File: config.mk
export PLATFORM = sky130hd
export DESIGN_NAME = sound_event_sequencer
export DESIGN_NICKNAME = d
export VERILOG_FILES = /design/src/rtl/sound_event_sequencer.sv
export SDC_FILE = /design/constraint.sdc
export NUM_CORES = 1
export LEC_CHECK = 0
export CORE_MARGIN = 4
export CORE_UTILIZATION = 57
export DETAILED_ROUTE_END_ITERATION = 7
export DONT_BUFFER_PORTS = 1
export MAX_ROUTING_LAYER = met4
export PLACE_DENSITY = 0.75
export SYNTH_ARGS = -nofsm -noshare
export SYNTH_HDL_FRONTEND = slang
export SYNTH_SLANG_ARGS = --single-unit
export TNS_END_PERCENT = 5
File: constraint.sdc
create_clock -name clk -period 2.8 [get_ports clk]
set_input_delay 0 -clock clk [delete_from_list [all_inputs] [get_ports clk]]
set_output_delay 0 -clock clk [all_outputs]
set_load 0.02 [all_outputs]
File: src/rtl/sound_event_sequencer.sv
// Game sound sequencer: queues single-cycle event pulses in a 4-deep FIFO and
// plays each as one or two timed square-wave notes, each followed by a silent gap.
module sound_event_sequencer #(
  parameter int unsigned PADDLE_HALF  = 56818,
  parameter int unsigned WALL_HALF    = 113636,
  parameter int unsigned SCORE_HALF_A = 28409,
  parameter int unsigned SCORE_HALF_B = 37879,
  parameter int unsigned DUR_CYCLES   = 8388608,
  parameter int unsigned GAP_CYCLES   = 2500000
) (
  input  logic       clk,
  input  logic       reset,
  input  logic       hit_paddle,
  input  logic       hit_wall,
  input  logic       score,
  input  logic       mute,
  input  logic       clr_dropped,
  output logic       speaker,
  output logic       busy,
  output logic       dropped,
  output logic [2:0] pending
);

  typedef enum logic [1:0] {EV_PADDLE = 2'd0, EV_WALL = 2'd1, EV_SCORE = 2'd2} event_t;
  typedef enum logic [1:0] {IDLE, TONE, GAP} state_t;

  localparam logic [17:0] PADDLE_M1  = 18'(PADDLE_HALF - 1);
  localparam logic [17:0] WALL_M1    = 18'(WALL_HALF - 1);
  localparam logic [17:0] SCORE_A_M1 = 18'(SCORE_HALF_A - 1);
  localparam logic [17:0] SCORE_B_M1 = 18'(SCORE_HALF_B - 1);
  localparam logic [23:0] DUR_M1     = 24'(DUR_CYCLES - 1);
  localparam logic [23:0] GAP_M1     = 24'(GAP_CYCLES - 1);

  state_t      r_state;
  event_t      r_fifo [4];
  logic [1:0]  r_wr_ptr;
  logic [1:0]  r_rd_ptr;
  logic [2:0]  r_count;
  logic        r_dropped;
  event_t      r_code;
  logic        r_note;
  logic [17:0] r_half_cnt;
  logic [23:0] r_dur_cnt;
  logic [23:0] r_gap_cnt;
  logic        r_spk;

  logic        w_any_ev;
  logic        w_multi_ev;
  logic        w_full;
  logic        w_push;
  logic        w_pop;
  logic        w_drop;
  event_t      w_ev_code;
  logic [17:0] w_half_m1;

  always_comb begin
    w_any_ev   = hit_paddle | hit_wall | score;
    w_multi_ev = (hit_paddle & hit_wall) | (hit_paddle & score) | (hit_wall & score);
    w_ev_code  = score ? EV_SCORE : (hit_paddle ? EV_PADDLE : EV_WALL);
    w_full     = (r_count == 3'd4);
    // Full is judged before any same-cycle pop, so a pop never makes room for a push.
    w_push     = w_any_ev & ~w_full;
    w_pop      = (r_state == IDLE) && (r_count != 3'd0);
    w_drop     = w_multi_ev | (w_any_ev & w_full);
    case (r_code)
      EV_WALL:  w_half_m1 = WALL_M1;
      EV_SCORE: w_half_m1 = r_note ? SCORE_B_M1 : SCORE_A_M1;
      default:  w_half_m1 = PADDLE_M1;
    endcase
  end

  always_ff @(posedge clk) begin
    if (w_push) r_fifo[r_wr_ptr] <= w_ev_code;
  end

  always_ff @(posedge clk) begin
    if (reset) begin
      r_wr_ptr  <= '0;
      r_rd_ptr  <= '0;
      r_count   <= '0;
      r_dropped <= 1'b0;
    end else begin
      if (w_push) r_wr_ptr <= r_wr_ptr + 2'd1;
      if (w_pop)  r_rd_ptr <= r_rd_ptr + 2'd1;
      if (w_push && !w_pop)      r_count <= r_count + 3'd1;
      else if (!w_push && w_pop) r_count <= r_count - 3'd1;
      if (w_drop)           r_dropped <= 1'b1;
      else if (clr_dropped) r_dropped <= 1'b0;
    end
  end

  always_ff @(posedge clk) begin
    if (reset) begin
      r_state    <= IDLE;
      r_code     <= EV_PADDLE;
      r_note     <= 1'b0;
      r_half_cnt <= '0;
      r_dur_cnt  <= '0;
      r_gap_cnt  <= '0;
      r_spk      <= 1'b0;
    end else begin
      case (r_state)
        IDLE: begin
          if (w_pop) begin
            r_code     <= r_fifo[r_rd_ptr];
            r_note     <= 1'b0;
            r_half_cnt <= '0;
            r_dur_cnt  <= '0;
            r_spk      <= 1'b0;
            r_state    <= TONE;
          end
        end
        TONE: begin
          if (r_dur_cnt == DUR_M1) begin
            r_spk     <= 1'b0;
            r_gap_cnt <= '0;
            r_state   <= GAP;
          end else begin
            r_dur_cnt <= r_dur_cnt + 24'd1;
            if (r_half_cnt == w_half_m1) begin
              r_spk      <= ~r_spk;
              r_half_cnt <= '0;
            end else begin
              r_half_cnt <= r_half_cnt + 18'd1;
            end
          end
        end
        GAP: begin
          if (r_gap_cnt == GAP_M1) begin
            if (r_code == EV_SCORE && !r_note) begin
              r_note     <= 1'b1;
              r_half_cnt <= '0;
              r_dur_cnt  <= '0;
              r_state    <= TONE;
            end else begin
              r_state <= IDLE;
            end
          end else begin
            r_gap_cnt <= r_gap_cnt + 24'd1;
          end
        end
        default: r_state <= IDLE;
      endcase
    end
  end

  assign speaker = r_spk & ~mute;
  assign busy    = (r_state != IDLE);
  assign dropped = r_dropped;
  assign pending = r_count;

endmodule
==> flow_summary.ini, run 1 <==
[pwr]
power_density_mw_per_mm2 = 708
vdd_drop_max_mv = 0.451
p_leak_uw = 0.00160

[timing]
max_freq_ghz = 0.374
worst_pin_slew_ns = 0.870
rsz0062_at_grt = false
fin_crit_ns = 2.67
worst_slack_ns = 0.126
hold_viol_final = 0
final-max-slew-violation-count = 0
setup_tns_ns = 0
relSlewSlack_pct = 41.8
fin_worst_skew_ns = 0.00998
finalCritPeriodShare_pct = 95.5
finalSetupViolations = 0

[synthesis]
syn_nets = 554
yosys_warnings = 0
netlist_area_mm2 = 0.00461
ys_types = 62
avgSynthCellArea_um2 = 8.61
postSynth.asyncResetShare_pct = 0
synth-main-ff-cell = dfxtp_1
syn_inst = 535
synth_largest_area_cell = dfxtp_1
synth_edf_count = 8
synth_top_area_share_pct = 34.8
ys_seq_elements = 88
synth.area.top_cells = dfxtp_1 35%, a21oi_1 6.1%, edfxtp_1 5.2%
ys_seq_area_share_pct = 40.0

[routing]
routed_wl_mm = 9.82
vias = 4019
drtPass1Iterations = 5
drcViolationCount = 0
wl_per_cell_um = 14.9
ant_nets = 0
drt_iter0_markers = 209
post_drt_via_cell_ratio = 6.10

[final_layout]
fillers = 657
syn2layout_area_growth_pct = 10.1
nets = 571
regArea_mm2 = 0.00184
n_antenna_cell = 0
final_cell_mix = 80 x dfxtp_1, 56 x a21oi_1, 40 x nor2_1
final_cell_area_mm2 = 0.00507
final_common_cell = dfxtp_1
drive_gt1_share_pct = 10.8
multiInputGateArea_mm2 = 0.00261

[worst_setup_path]
ff2ff_setup_slack_ns = 0.13
r2r-start = r_code[0]
r2r-end = r_half_cnt[2]
critPathKind = register to register
worstPathArrival_ns = 2.94
critPathMaxFanout = 11
worstPathRequired_ns = 3.06
endpoint_kind = register
critical_path.startpoint_type = register
ff2ff_path_depth = 9

[floorplanning]
rows = 32
coreArea_mm2 = 0.00781
fp.dieH_um = 97.9
die_area_mm2 = 0.00958
start_util_pct = 59.0
io_pins = 13
die_w_um = 97.9

[min_path]
holdPathEnd = r_half_cnt[16]
min-delay-start = reset
hold_path_class = input port to register
worstHoldPathCells = 4

[place]
dp_hpwl_mm = 6.91
place_congestion = 0.842
preCtsSetupSlack_ns = 0.0876
port_buffers = 0
placed_area_mm2 = 0.00482

[run]
maxCapViolCount = 0

[global_route]
grt_max_degree = 23
antenna_found_initial = 0
gr-total-overflow = 0
grt_pass1_wl_mm = 17.1
grt_usage_pct = 21.8
grt_pass1_vias = 3728

[outcome]
outcome = complete, no violations

[clock_tree]
clkLatencyLatePin_ns = 0.36
clock_path_buffers = 2
htreeDepth = 3
cts_tree = done
cts-buffers-inserted = 9
clkSinkCount = 88
clk_pin_slew_ns = 0.09
clock-root-buffer = clkbuf_8
## critical path, cell delays in order (launching register included)
cell	delay [ns]
dfxtp_1	0.34
inv_1	0.09
ha_2	0.30
nand2_1	0.13
a2111o_1	0.42
or4_1	0.58
o311ai_4	0.25
buf_4	0.18
o22ai_1	0.07
a21o_1	0.21
## sequential cells by signal, summed over array words and instances (netlist names), 2 cells and up
| name | count |
|---|---|
| r_dur_cnt | 24 |
| r_gap_cnt | 24 |
| r_half_cnt | 18 |
| r_fifo | 8 |
| pending | 3 |
| r_code | 2 |
| r_rd_ptr | 2 |
| r_state | 2 |
| r_wr_ptr | 2 |
## kinds of logic (layout without fill, tap and decap cells)
kind of cell | count (synthesis) | after routing | synth area share [%]
adders and majority gates | 13 | 13 | 3.64
DFF | 88 | 88 | 40.0
and+or+nand+nor | 222 | 222 | 26.6
xor gates and xnor gates | 20 | 20 | 3.80
AOI/OAI and AO/OA | 142 | 142 | 19.9
muxes | 8 | 8 | 2.28
buffers and inverters | 42 | 64 | 3.86
## Yosys cell counts (all sizes together) (11+ instances only)
cell and number:
o31ai 17, xnor2 14, ha 11, or3 34
clkbuf 13, inv 20, dfxtp 80, nand3 28
nor2 40, or4 21, nand2 34, o21ai 32
a21oi 57, nand4 15
## how the worst max path moves through the flow
| stage | startpoint | to | slack (ns) |
|---|---|---|---|
| after global placement | r_code[0] | r_half_cnt[10] | 0.17 |
| after CTS | r_dur_cnt[0] | r_half_cnt[17] | 0.06 |
| after floorplan | r_code[1] | r_half_cnt[6] | 0.0007 |
| final | r_code[0] | r_half_cnt[2] | 0.13 |
| after global routing | r_code[0] | r_half_cnt[6] | 0.01 |
| after detailed placement | r_dur_cnt[2] | r_half_cnt[17] | 0.09 |
## area by class of cell
type                       count  area share [%]
inverter                      20            1.48
clock buffer                   9            2.44
sequential                    88            36.3
multi-input combinational    405            51.4
tap                          102            2.52
timing repair buffer          28            4.59
clock inverter                 7            1.21
## timing repair
action                                  4_1_cts  5_1_grt
hold buffers                                  4        0
resized for setup                             0        5
setup buffers                                 0        0
endpoints found under the setup margin        0       20
endpoints found under the hold margin        30        0
## routing by layer
layer  wire length, µm  up-vias  track usage [%]  part of all wire (%)
met5                 0        -                -                     0
met4               101        0             6.18                   1.0
met3               355        9             3.93                   3.6
met2              4740       77             35.2                    48
met1              4620     1915             28.1                    47
li1                  -     2018                -                     -
## power breakdown
group / total [µW] / internal, µW / switching [µW]
registers: 1520 / 1380 / 143
clock network: 841 / 340 / 502
logic: 1230 / 537 / 690
## metrics by stage
step,utilization [%],power (µW),cells,hold slack (ns)
after floorplan,-,2400,535,0.0781
after global placement,61.8,2680,639,0.0756
after detailed placement,61.8,2730,639,0.0767
after CTS,64.7,3570,659,0.0557
after global routing,64.9,3820,659,0.0830
final,64.9,3590,659,0.0697
(Power assumes the default switching activity.)
==> run 2: changes to the inputs <==
- CTS_CLUSTER_DIAMETER: default -> 120
- RECOVER_POWER: default -> 25
==> run 2 against run 1 <==
Design area fell by 0.15%. Critical path depth did not move. Clock power barely moved. Critical endpoint unchanged. First-iteration DRC count fell by 4.3%. Global-route usage did not move. Highest routed layer unchanged. Setup slack improved by 0.010 ns. Sequential power barely moved. Count of clock-buffer cells in the layout did not move. Sequential share of layout area rose by 0.054 points. Sequential cell count did not move. Register-to-register slack barely moved. Largest power group unchanged. Utilization fell by 0.096 points.
==> flow_summary.ini, run 2 (synthesized netlist as in run 1, its figures left out) <==
[timing]
max_freq_ghz = 0.375
fin_worst_skew_ns = 0.0102
finalSetupViolations = 0
finalCritPeriodShare_pct = 95.1
setup_tns_ns = 0
rsz0062_at_grt = false
worst_pin_slew_ns = 0.857
relSlewSlack_pct = 42.7
hold_viol_final = 0
fin_crit_ns = 2.66
final-max-slew-violation-count = 0

[worst_setup_path]
endpoint_kind = register
ff2ff_setup_slack_ns = 0.14
r2r-start = r_code[1]
max_stage_delay_ns = 0.47
worstPathRequired_ns = 3.06
critPathKind = register to register
ff2ff_path_depth = 9
worstPathArrival_ns = 2.93
crit_chain = inv_1, ha_1, or3b_2, a211o_1, or4_1, o311ai_4, buf_4, o22ai_1, a21o_1
critPathMaxFanout = 4
critical_path.startpoint_type = register
slowest_stage = or4_1
r2r-end = r_half_cnt[2]

[global_route]
antenna_found_initial = 0
grt_pass1_wl_mm = 17.1
gr-total-overflow = 0
grt_usage_pct = 21.8
grt_pass1_vias = 3728
grt_max_degree = 23

[clock_tree]
htreeDepth = 3
cts_tree = done
cts-buffers-inserted = 9
clock_path_buffers = 2
clkLatencyLatePin_ns = 0.36
clkSinkCount = 88
clk_pin_slew_ns = 0.09
clock-root-buffer = clkbuf_8

[routing]
drt_iter0_markers = 200
top_layer_used = met4
routed_wl_mm = 9.76
wl_met1_mm = 4.62
wl_met2_mm = 4.66
drcViolationCount = 0
wl_met3_um = 370
ant_nets = 0
drtPass1Iterations = 5
post_drt_via_cell_ratio = 6.07
vias = 4002
wl_per_cell_um = 14.8

[floorplanning]
coreArea_mm2 = 0.00781
die_area_mm2 = 0.00958
io_pins = 13
die_w_um = 97.9
fp.dieH_um = 97.9
rows = 32
start_util_pct = 59.0

[final_layout]
final_common_cell = dfxtp_1
drive_gt1_share_pct = 10.2
nets = 571
syn2layout_area_growth_pct = 9.92
n_antenna_cell = 0
final_cell_mix = 80 x dfxtp_1, 56 x a21oi_1, 40 x nor2_1
largestRegisters = r_dur_cnt (24), r_gap_cnt (24), r_half_cnt (18)

[run]
maxCapViolCount = 0

[place]
port_buffers = 0
dp_hpwl_mm = 6.91
place_congestion = 0.842

[pwr]
p_int_uw = 2240
seqPwrFrac_pct = 42.6
power_density_mw_per_mm2 = 705
p_sw_uw = 1330
p_comb_share_pct = 33.9
switching_share_pct = 37.2
clockPowerShare_pct = 23.5
vdd_drop_max_mv = 0.436
p_leak_uw = 0.00159
power_uw = 3570

[min_path]
holdPathEnd = r_half_cnt[16]
hold_path_class = input port to register
min-delay-start = reset
worstHoldPathCells = 4

[outcome]
outcome = complete, no violations
==> run 2: changes by cell type in the layout (fill, tap and decap cells not counted), sizes merged <==
cell	change
clkbuf	+2
buf	-2
==> run 2: power groups by stage <==
| stage | Combinational, µW | Clock [µW] | Sequential, µW |
|---|---|---|---|
| 2_1_floorplan | 889 | 0 | 1510 |
| 3_3_place_gp | 1140 | 0 | 1540 |
| 3_5_place_dp | 1180 | 0 | 1550 |
| 4_1_cts | 1200 | 855 | 1520 |
| 5_1_grt | 1360 | 908 | 1540 |
| 6_report | 1210 | 838 | 1520 |
==> run 2: through the flow <==
step	setup slack, ns	instance area [µm²]	utilization, %	hold WS (ns)	instances
2_1_floorplan	0.000693	4610	-	0.0781	535
3_3_place_gp	0.173	4820	61.8	0.0756	639
3_5_place_dp	0.0876	4820	61.8	0.0767	639
4_1_cts	0.0594	5050	64.7	0.0557	659
5_1_grt	0.0128	5060	64.8	0.0830	659
6_report	0.136	5060	64.8	0.0661	659
==> run 2: cell type report <==
type / instances / area (µm²)
inverters: 20 / 75.1
clock inverters: 7 / 61.3
fillers: 659 / 2750
flip-flops and latches: 88 / 1840
clock buffers: 9 / 124
repair buffers: 28 / 225
multi-input cells: 405 / 2610
well taps: 102 / 128
==> run 2: how the worst max path moves through the flow <==
stage | slack [ns] | from | depth (start not counted) | endpoint
finish | 0.14 | r_code[1] | 9 | r_half_cnt[2]
global route | 0.01 | r_code[0] | 9 | r_half_cnt[6]
CTS | 0.06 | r_dur_cnt[0] | 7 | r_half_cnt[17]
detailed placement | 0.09 | r_dur_cnt[2] | 6 | r_half_cnt[17]
global placement | 0.17 | r_code[0] | 9 | r_half_cnt[10]
floorplan | 0.0007 | r_code[1] | 10 | r_half_cnt[6]
==> run 2: timing repair <==
item | 4_1_cts | 5_1_grt
endpoints found under the setup margin | 0 | 20
hold endpoints to repair | 30 | 0
setup buffers | 0 | 0
hold buffers | 4 | 0
gates resized for setup | 0 | 5
==> run 2: worst max-delay path, delay by kind of cell, from the launching register on <==
kind / cells / cell delay, ns
buf+inv: 2 / 0.24
fa+ha+maj: 1 / 0.19
flops: 1 / 0.39
simple gates: 2 / 0.91
compound gates: 4 / 0.82
==> run 2: metal layers <==
metal / GRT usage, % / up-vias
li1: - / 2021
met1: 28.1 / 1897
met2: 35.2 / 75
met3: 3.93 / 9
met4: 6.18 / 0
met5: - / -
==> run 3: changes to the inputs <==
- CORE_UTILIZATION: 57 -> 35
- PLACE_DENSITY: 0.75 -> default
==> run 3 against run 2 <==
Via count up 0.57%. Power up 12%. Design area rose by 4.7%. Global-route usage shrank 6.5 points. Cell count is 11% higher. Non-clock buffer count increased by 1. Combinational power about the same. Count of clock-buffer cells in the layout is 4 higher. Wire length is 7.6% higher. Critical path type unchanged. Critical endpoint unchanged.
==> flow_summary.ini, run 3 (synthesized netlist as in run 1, its figures left out) <==
[clock_tree]
clkLatencyLatePin_ns = 0.35
clock_path_buffers = 2
cts-buffers-inserted = 9
htreeDepth = 3
clock-root-buffer = clkbuf_16
post_cts_buffers = 0
clk_pin_slew_ns = 0.06
cts_tree = done
clkSinkCount = 88

[worst_setup_path]
endpoint_kind = register
critPathMaxFanout = 4
critPathKind = register to register
slowest_stage = or4_1
r2r-start = r_code[1]
worst-path-buf-inv = 2
worstPathArrival_ns = 2.92
setup.worst_path.start = r_code[1]
crit_chain = inv_1, ha_1, or3b_2, a211o_1, or4_1, o311ai_4, buf_4, o22ai_1, a21o_1
max_stage_delay_ns = 0.47
critPathTopFamily = simple AND/OR/NAND/NOR gates
critical_path.startpoint_type = register
worstPathRequired_ns = 3.04

[final_layout]
nets = 572
largestRegisters = r_dur_cnt (24), r_gap_cnt (24), r_half_cnt (18)
final_util_pct = 41.5
final_common_cell = dfxtp_1
fillers = 1281
final_cell_mix = 80 x dfxtp_1, 56 x a21oi_1, 40 x nor2_1
syn2layout_area_growth_pct = 15.1
drive_gt1_share_pct = 9.50
final_cells = 730
n_antenna_cell = 0

[min_path]
min-delay-start = mute
hold_path_class = input port to output pin

[outcome]
outcome = complete, no violations

[global_route]
busiest_layer = met2
grt_usage_pct = 15.3
grt_use_met1_pct = 18.4
antenna_found_initial = 0
gr-total-overflow = 0
grt_pass1_wl_mm = 18.1
grt_pass1_vias = 3828
grt_max_degree = 48
grtUsageMet2_pct = 24.9
grt_use_met3_pct = 4.52

[floorplanning]
start_util_pct = 36.1
die_area_mm2 = 0.0151
io_pins = 13
rows = 41
coreArea_mm2 = 0.0128
fp.dieH_um = 123
die_w_um = 123

[routing]
routed_wl_mm = 10.5
drtPass1Iterations = 4
drcViolationCount = 0
wl_per_cell_um = 14.4
vias = 4025
post_drt_via_cell_ratio = 5.51
ant_nets = 0
drt_iter0_markers = 264

[timing]
max_freq_ghz = 0.373
fin_crit_ns = 2.68
hold_viol_final = 0
finalSetupViolations = 0
relSlewSlack_pct = 36.8
finalCritPeriodShare_pct = 95.8
setup_tns_ns = 0
fin_worst_skew_ns = 0.00951
final-max-slew-violation-count = 0
worst_pin_slew_ns = 0.945
rsz0062_at_grt = false

[place]
place_congestion = 0.832
dp_cells = 708
port_buffers = 0
dp_hpwl_mm = 7.34

[pwr]
p_leak_uw = 0.00167
power_density_mw_per_mm2 = 755
vdd_drop_max_mv = 0.384

[run]
maxCapViolCount = 0
==> run 3: power breakdown <==
group	total (µW)	switching, µW	leakage, µW	internal (µW)
Sequential	1520	139	0.000722	1380
Clock	1270	503	0.000156	770
Combinational	1210	682	0.000790	528
Total	4000	1320	0.00167	2680
==> run 3: stage by stage <==
stage | hold slack (ns) | area [µm²] | setup WS (ns) | total power, µW
after floorplan | 0.0781 | 4610 | 0.000693 | 2400
after global placement | 0.0784 | 4920 | 0.225 | 2690
after detailed placement | 0.0777 | 4920 | 0.158 | 2730
after CTS | 0.0669 | 5290 | 0.125 | 4040
after global routing | 0.0923 | 5300 | 0.0265 | 4240
final | 0.0801 | 5300 | 0.118 | 4000
==> run 3: final timing paths <==
kind                                      end  slack (ns)  cells after the start
worst max-delay path            r_half_cnt[2]        0.12                      9
worst max register to register  r_half_cnt[2]        0.12                      9
worst min-delay path                  speaker        0.08                      1
worst min register to register  r_dur_cnt[23]        0.49                      2
==> run 3: routing by layer <==
layer | vias to the layer above | routed length [µm]
met1 | 1946 | 4810
met2 | 59 | 5120
met5 | - | 0
met3 | 9 | 417
li1 | 2011 | -
met4 | 0 | 144
==> run 3: final cells by class <==
type / instances / area (µm²) / area share, %
clock buffers: 13 / 270 / 5.10
repair buffers: 29 / 250 / 4.72
inverters: 20 / 75.1 / 1.42
flip-flops and latches: 88 / 1840 / 34.7
well taps: 172 / 215 / 4.06
multi-input cells: 405 / 2600 / 49.1
clock inverters: 3 / 47.5 / 0.897
==> run 3: what timing repair did <==
action                     in CTS  in global routing
resized for setup               0                  4
hold buffers                    6                  0
hold endpoints to repair       30                  0
setup endpoints to repair       0                 23
==> run 3: worst reg2reg max path, stage by stage (launching register included) <==
cell      delay (ns)
dfxtp_1         0.39
inv_1           0.06
ha_1            0.18
or3b_2          0.45
a211o_1         0.29
or4_1           0.47
o311ai_4        0.26
buf_4           0.18
o22ai_1         0.08
a21o_1          0.23
